===== src/rtl/fifo_unpacker_pkg.sv =====
// rtl/fifo_unpacker_pkg.sv - shared FSM encoding and width helper for the FIFO read side
package fifo_unpacker_pkg;

  typedef enum logic {
    ST_IDLE = 1'b0,
    ST_SEND = 1'b1
  } state_e;

  // Minimum bit count to index 'value' items; never less than 1.
  function automatic int clogb2(input int value);
    int result;
    int v;
    result = 0;
    v = value - 1;
    while (v > 0) begin
      result = result + 1;
      v = v >> 1;
    end
    if (result < 1) begin
      result = 1;
    end
    return result;
  endfunction

endpackage


===== src/rtl/fifo_unpacker.sv =====
// rtl/fifo_unpacker.sv - splits DW-bit FIFO words into OW-bit slices; FIFO_UNPACKER_LSB_FIRST_EN selects LSB-first order
module fifo_unpacker
  import fifo_unpacker_pkg::*;
#(
  parameter int DW = 32,
  parameter int OW = 16
) (
  input  logic          clk,
  input  logic          clk7_en,
  input  logic          rst,
  input  logic          flush,
  input  logic [DW-1:0] fifo_out,
  input  logic          fifo_empty,
  output logic          fifo_rd_en,
  output logic [OW-1:0] out_data,
  output logic          out_valid,
  input  logic          out_ready,
  output logic          out_last
);

  localparam int R  = DW / OW;
  localparam int IW = clogb2(R);
  localparam logic [IW-1:0] IDX_LAST = IW'(R - 1);

  state_e        state_q, state_d;
  logic [IW-1:0] idx_q, idx_d;
  logic [DW-1:0] word_q, word_d;
  logic [DW-1:0] shifted;
  logic          send;
  logic          handshake;
  logic          rd_en;

  assign send      = (state_q == ST_SEND);
  assign handshake = clk7_en && send && out_ready;

  // Shift the selected slice to a fixed position rather than using a variable part-select.
  always_comb begin
    shifted = '0;
`ifdef FIFO_UNPACKER_LSB_FIRST_EN
    shifted = word_q >> (int'(idx_q) * OW);
`else
    shifted = word_q << (int'(idx_q) * OW);
`endif
  end

  always_comb begin
    state_d = state_q;
    idx_d   = idx_q;
    word_d  = word_q;
    rd_en   = 1'b0;
    if (clk7_en) begin
      if (flush) begin
        state_d = ST_IDLE;
        idx_d   = '0;
      end else begin
        case (state_q)
          ST_IDLE: begin
            if (!fifo_empty) begin
              rd_en   = 1'b1;
              word_d  = fifo_out;
              idx_d   = '0;
              state_d = ST_SEND;
            end
          end
          ST_SEND: begin
            if (handshake) begin
              if (idx_q != IDX_LAST) begin
                idx_d = idx_q + IW'(1);
              end else if (!fifo_empty) begin
                // Reload straight from the show-ahead FIFO so words stream without a bubble.
                rd_en  = 1'b1;
                word_d = fifo_out;
                idx_d  = '0;
              end else begin
                state_d = ST_IDLE;
                idx_d   = '0;
              end
            end
          end
          default: state_d = ST_IDLE;
        endcase
      end
    end
  end

  always_ff @(posedge clk) begin
    if (rst) begin
      state_q <= ST_IDLE;
      idx_q   <= '0;
      word_q  <= '0;
    end else begin
      state_q <= state_d;
      idx_q   <= idx_d;
      word_q  <= word_d;
    end
  end

  // Outputs are forced quiet while reset is held, even before the first reset edge.
  assign fifo_rd_en = rd_en && !rst;
  assign out_valid  = send && !rst;
  assign out_last   = out_valid && (idx_q == IDX_LAST);
`ifdef FIFO_UNPACKER_LSB_FIRST_EN
  assign out_data   = rst ? '0 : shifted[OW-1:0];
`else
  assign out_data   = rst ? '0 : shifted[DW-1:DW-OW];
`endif

endmodule


===== config.mk =====
export PLATFORM = sky130hd
export DESIGN_NAME = fifo_unpacker
export DESIGN_NICKNAME = d
export VERILOG_FILES = /design/src/rtl/fifo_unpacker_pkg.sv /design/src/rtl/fifo_unpacker.sv
export SDC_FILE = /design/constraint.sdc
export NUM_CORES = 1
export LEC_CHECK = 0
export ABC_AREA = 1
export BUFFER_PORTS_ARGS = -buffer_cell sky130_fd_sc_hd__buf_2
export CAP_MARGIN = 0
export CORE_MARGIN = 8
export CORE_UTILIZATION = 54
export CTS_CLUSTER_DIAMETER = 30
export CTS_CLUSTER_SIZE = 28
export DETAILED_ROUTE_END_ITERATION = 10
export GPL_TIMING_DRIVEN = 0
export PLACE_DENSITY = 0.92
export SYNTH_ARGS = -nofsm -noshare
export SYNTH_HDL_FRONTEND = slang
export SYNTH_SLANG_ARGS = --single-unit

===== constraint.sdc =====
create_clock -name clk -period 2.9 [get_ports clk]
set_clock_uncertainty 0.1 [all_clocks]
set_input_delay 0.29 -clock clk [delete_from_list [all_inputs] [get_ports clk]]
set_output_delay 0.29 -clock clk [all_outputs]
set_load 0.02 [all_outputs]

==> results.txt <==
Max cap viols: 0
Worst-path maximum fanout: 10
Most frequent cells in the layout: 101 x nor2_1, 62 x buf_2, 39 x nand2_1
R2R Path Start: idx_q$_SDFFE_PP0P_
Routed WL per cell: 12.2 um
Most common library cell in the layout ignoring fill and taps: nor2_1
Crit path kind: reg -> out
Layout Area Growth over Synthesis: 22.2%
First-pass GRT wire length: 7530 um
Std cell rows: 20
Routed vias: 1805
TritonCTS clock tree: done
Drt total wl: 4420 um
Critical Path RT: 2.51 ns
Final Setup Violations: 0
Initial DRC count: 104
Worst R2R Setup Slack: 1.35 ns
Peak VDD IR: 0.000262 V
Cell area after synthesis: 1720 um^2
RSZ-0062 raised after global routing: no
Tmin final: 2.20 ns
Clock Sinks: 34
Mapped Cells: 256
Fillcell total: 297
Seq/Total Area, Yosys: 0.397
Core ar.: 3030 um^2
Starting Density: 0.567
Hold path depth: 2
Hold path endpoint: idx_q$_SDFFE_PP0P_
Hold path start: rst
Number of global-route vias before repair: 1765
Worst skew pair latency: 0.33 ns
Total setup buffers inserted after CTS: 0
Final Util: 0.692
Initial antenna violation count: 0
First-pass iteration count of the detailed router: 4
Grt total ovfl: 0
CP Launch Type: register
Ys Warns: 0
Period utilization: 0.760
Rel. slew slack: 0.669
Multi-input logic area: 911 um^2
Layout net count: 357
Min-delay worst type: in -> reg
CTS Buf Count: 5
Worst-path clk slew: 0.10 ns
Worst-case clock buffer depth: 2
RD Place Congestion: 0.858
Cts hold-fix bufs: 0
Chip height: 72.4 um
#FFs+latches synth: 34
RR Endpoint: word_q[28]$_SDFFE_PP0P_
Die Wd: 72.4 um
R2r worst-path depth: 7
Status: finished, final reports clean
CTS root buffer: clkbuf_4
Mean Syn Cell Area: 6.70 um^2
Drt drc: 0
Hold WS: 0.0605 ns
Worst Path Arrival: 1.81 ns
IO Port Bufs: 56
Netlist cell types: 18
Post-route ant nets: 0
Ant diodes: 0
Pleak: 0.00105 uW
Worst slew pin tran: 0.496 ns
H-tree levels: 2
Setup_tns: 0 ns
Final hold vios: 0
Pwr/cell area: 425 nW/um^2
Achievable Freq: 454 MHz
Largest net degree at the start of global routing: 11
Crit. End Element: output port
FF+latch area: 681 um^2
Fraction of layout cells with a size suffix above 1: 0.238
Via/cell ratio: 4.97
Syn nets: 294
Die area: 5240 um^2
Max Slew Vio Count: 0
GRT Util Overall: 0.181
Io pins: 57
PostCTS Resize Cnt: 0
HPWL after detailed placement: 3330 um
## state kept, by name, summed over array words and instances, names as in the netlist
name,cells
idx_q,1
word_q,32
send,1
## metrics by stage
| step | instances | worst slack [ns] | area [um^2] | total power [uW] |
|---|---|---|---|---|
| detailed placement | 356 | 1.09 | 2050 | 664 |
| floorplan | 256 | 1.31 | 1720 | 610 |
| global route | 363 | 0.590 | 2100 | 936 |
| finish | 363 | 0.696 | 2100 | 891 |
| CTS | 363 | 0.707 | 2100 | 895 |
| global placement | 356 | 1.09 | 2050 | 659 |
## final cells by class
type | count | area share
Buffer | 17 | 0.0466
Clock buffer | 7 | 0.0215
Inverter | 7 | 0.0125
Multi-Input combinational cell | 198 | 0.435
Sequential cell | 34 | 0.325
Tap cell | 44 | 0.0263
Timing Repair Buffer | 56 | 0.134
## kinds of logic after synthesis
| family | after synthesis | share of synthesized area |
|---|---|---|
| AND/OR/NAND/NOR | 179 | 0.469 |
| flip-flops | 34 | 0.397 |
| buffers and inverters | 24 | 0.0722 |
| AO/OA/AOI/OAI | 19 | 0.0620 |
## per-layer routing
layer  GRT usage  share of wire
met1       0.194           0.43
met2       0.307           0.48
met3      0.0634          0.077
met4      0.0907          0.013
met5           0              0
## where the power goes
group | internal, uW | switching (uW) | leakage (uW)
logic | 66.3 | 84.4 | 0.000751
registers | 491 | 12.5 | 0.000278
clock network | 91.4 | 146 | 0.0000254
## Yosys cell counts
cell type  number  area, um^2
o21ai_0        17        85.1
buf_4           1        7.51
dfxtp_1        34         681
nand3b_1       32         240
nor2_1        101         379
buf_6           3        33.8
buf_2           6        30.0
buf_1           3        11.3
nor2_2          1        6.26
inv_2           2        7.51
nand2_2         1        6.26
inv_1           5        18.8
nand4_1         1        6.26
a21oi_1         1        5.00
o21ai_4         1        16.3
nand3_1         4        20.0
nand2_1        39         146
clkbuf_1        4        15.0
## worst max-delay path, stage by stage, from the launching register on
cell     delay, ns
dfxtp_1       0.31
buf_4         0.16
inv_2         0.18
buf_1         0.43
nor2_1        0.08
nor2_1        0.14
buf_2         0.18
## worst max-delay path by stage
stage / start / slack, ns / to / depth (start not counted)
3_3_place_gp: idx_q$_SDFFE_PP0P_ / 1.09 / out_data[10] / 6
4_1_cts: idx_q$_SDFFE_PP0P_ / 0.71 / out_data[14] / 6
5_1_grt: idx_q$_SDFFE_PP0P_ / 0.59 / out_data[6] / 6
3_5_place_dp: idx_q$_SDFFE_PP0P_ / 1.09 / out_data[14] / 6
6_report: idx_q$_SDFFE_PP0P_ / 0.70 / out_data[14] / 6
2_1_floorplan: send$_SDFFE_PP0P_ / 1.31 / out_last / 4
Note: power is estimated with default switching activity, not from simulation.
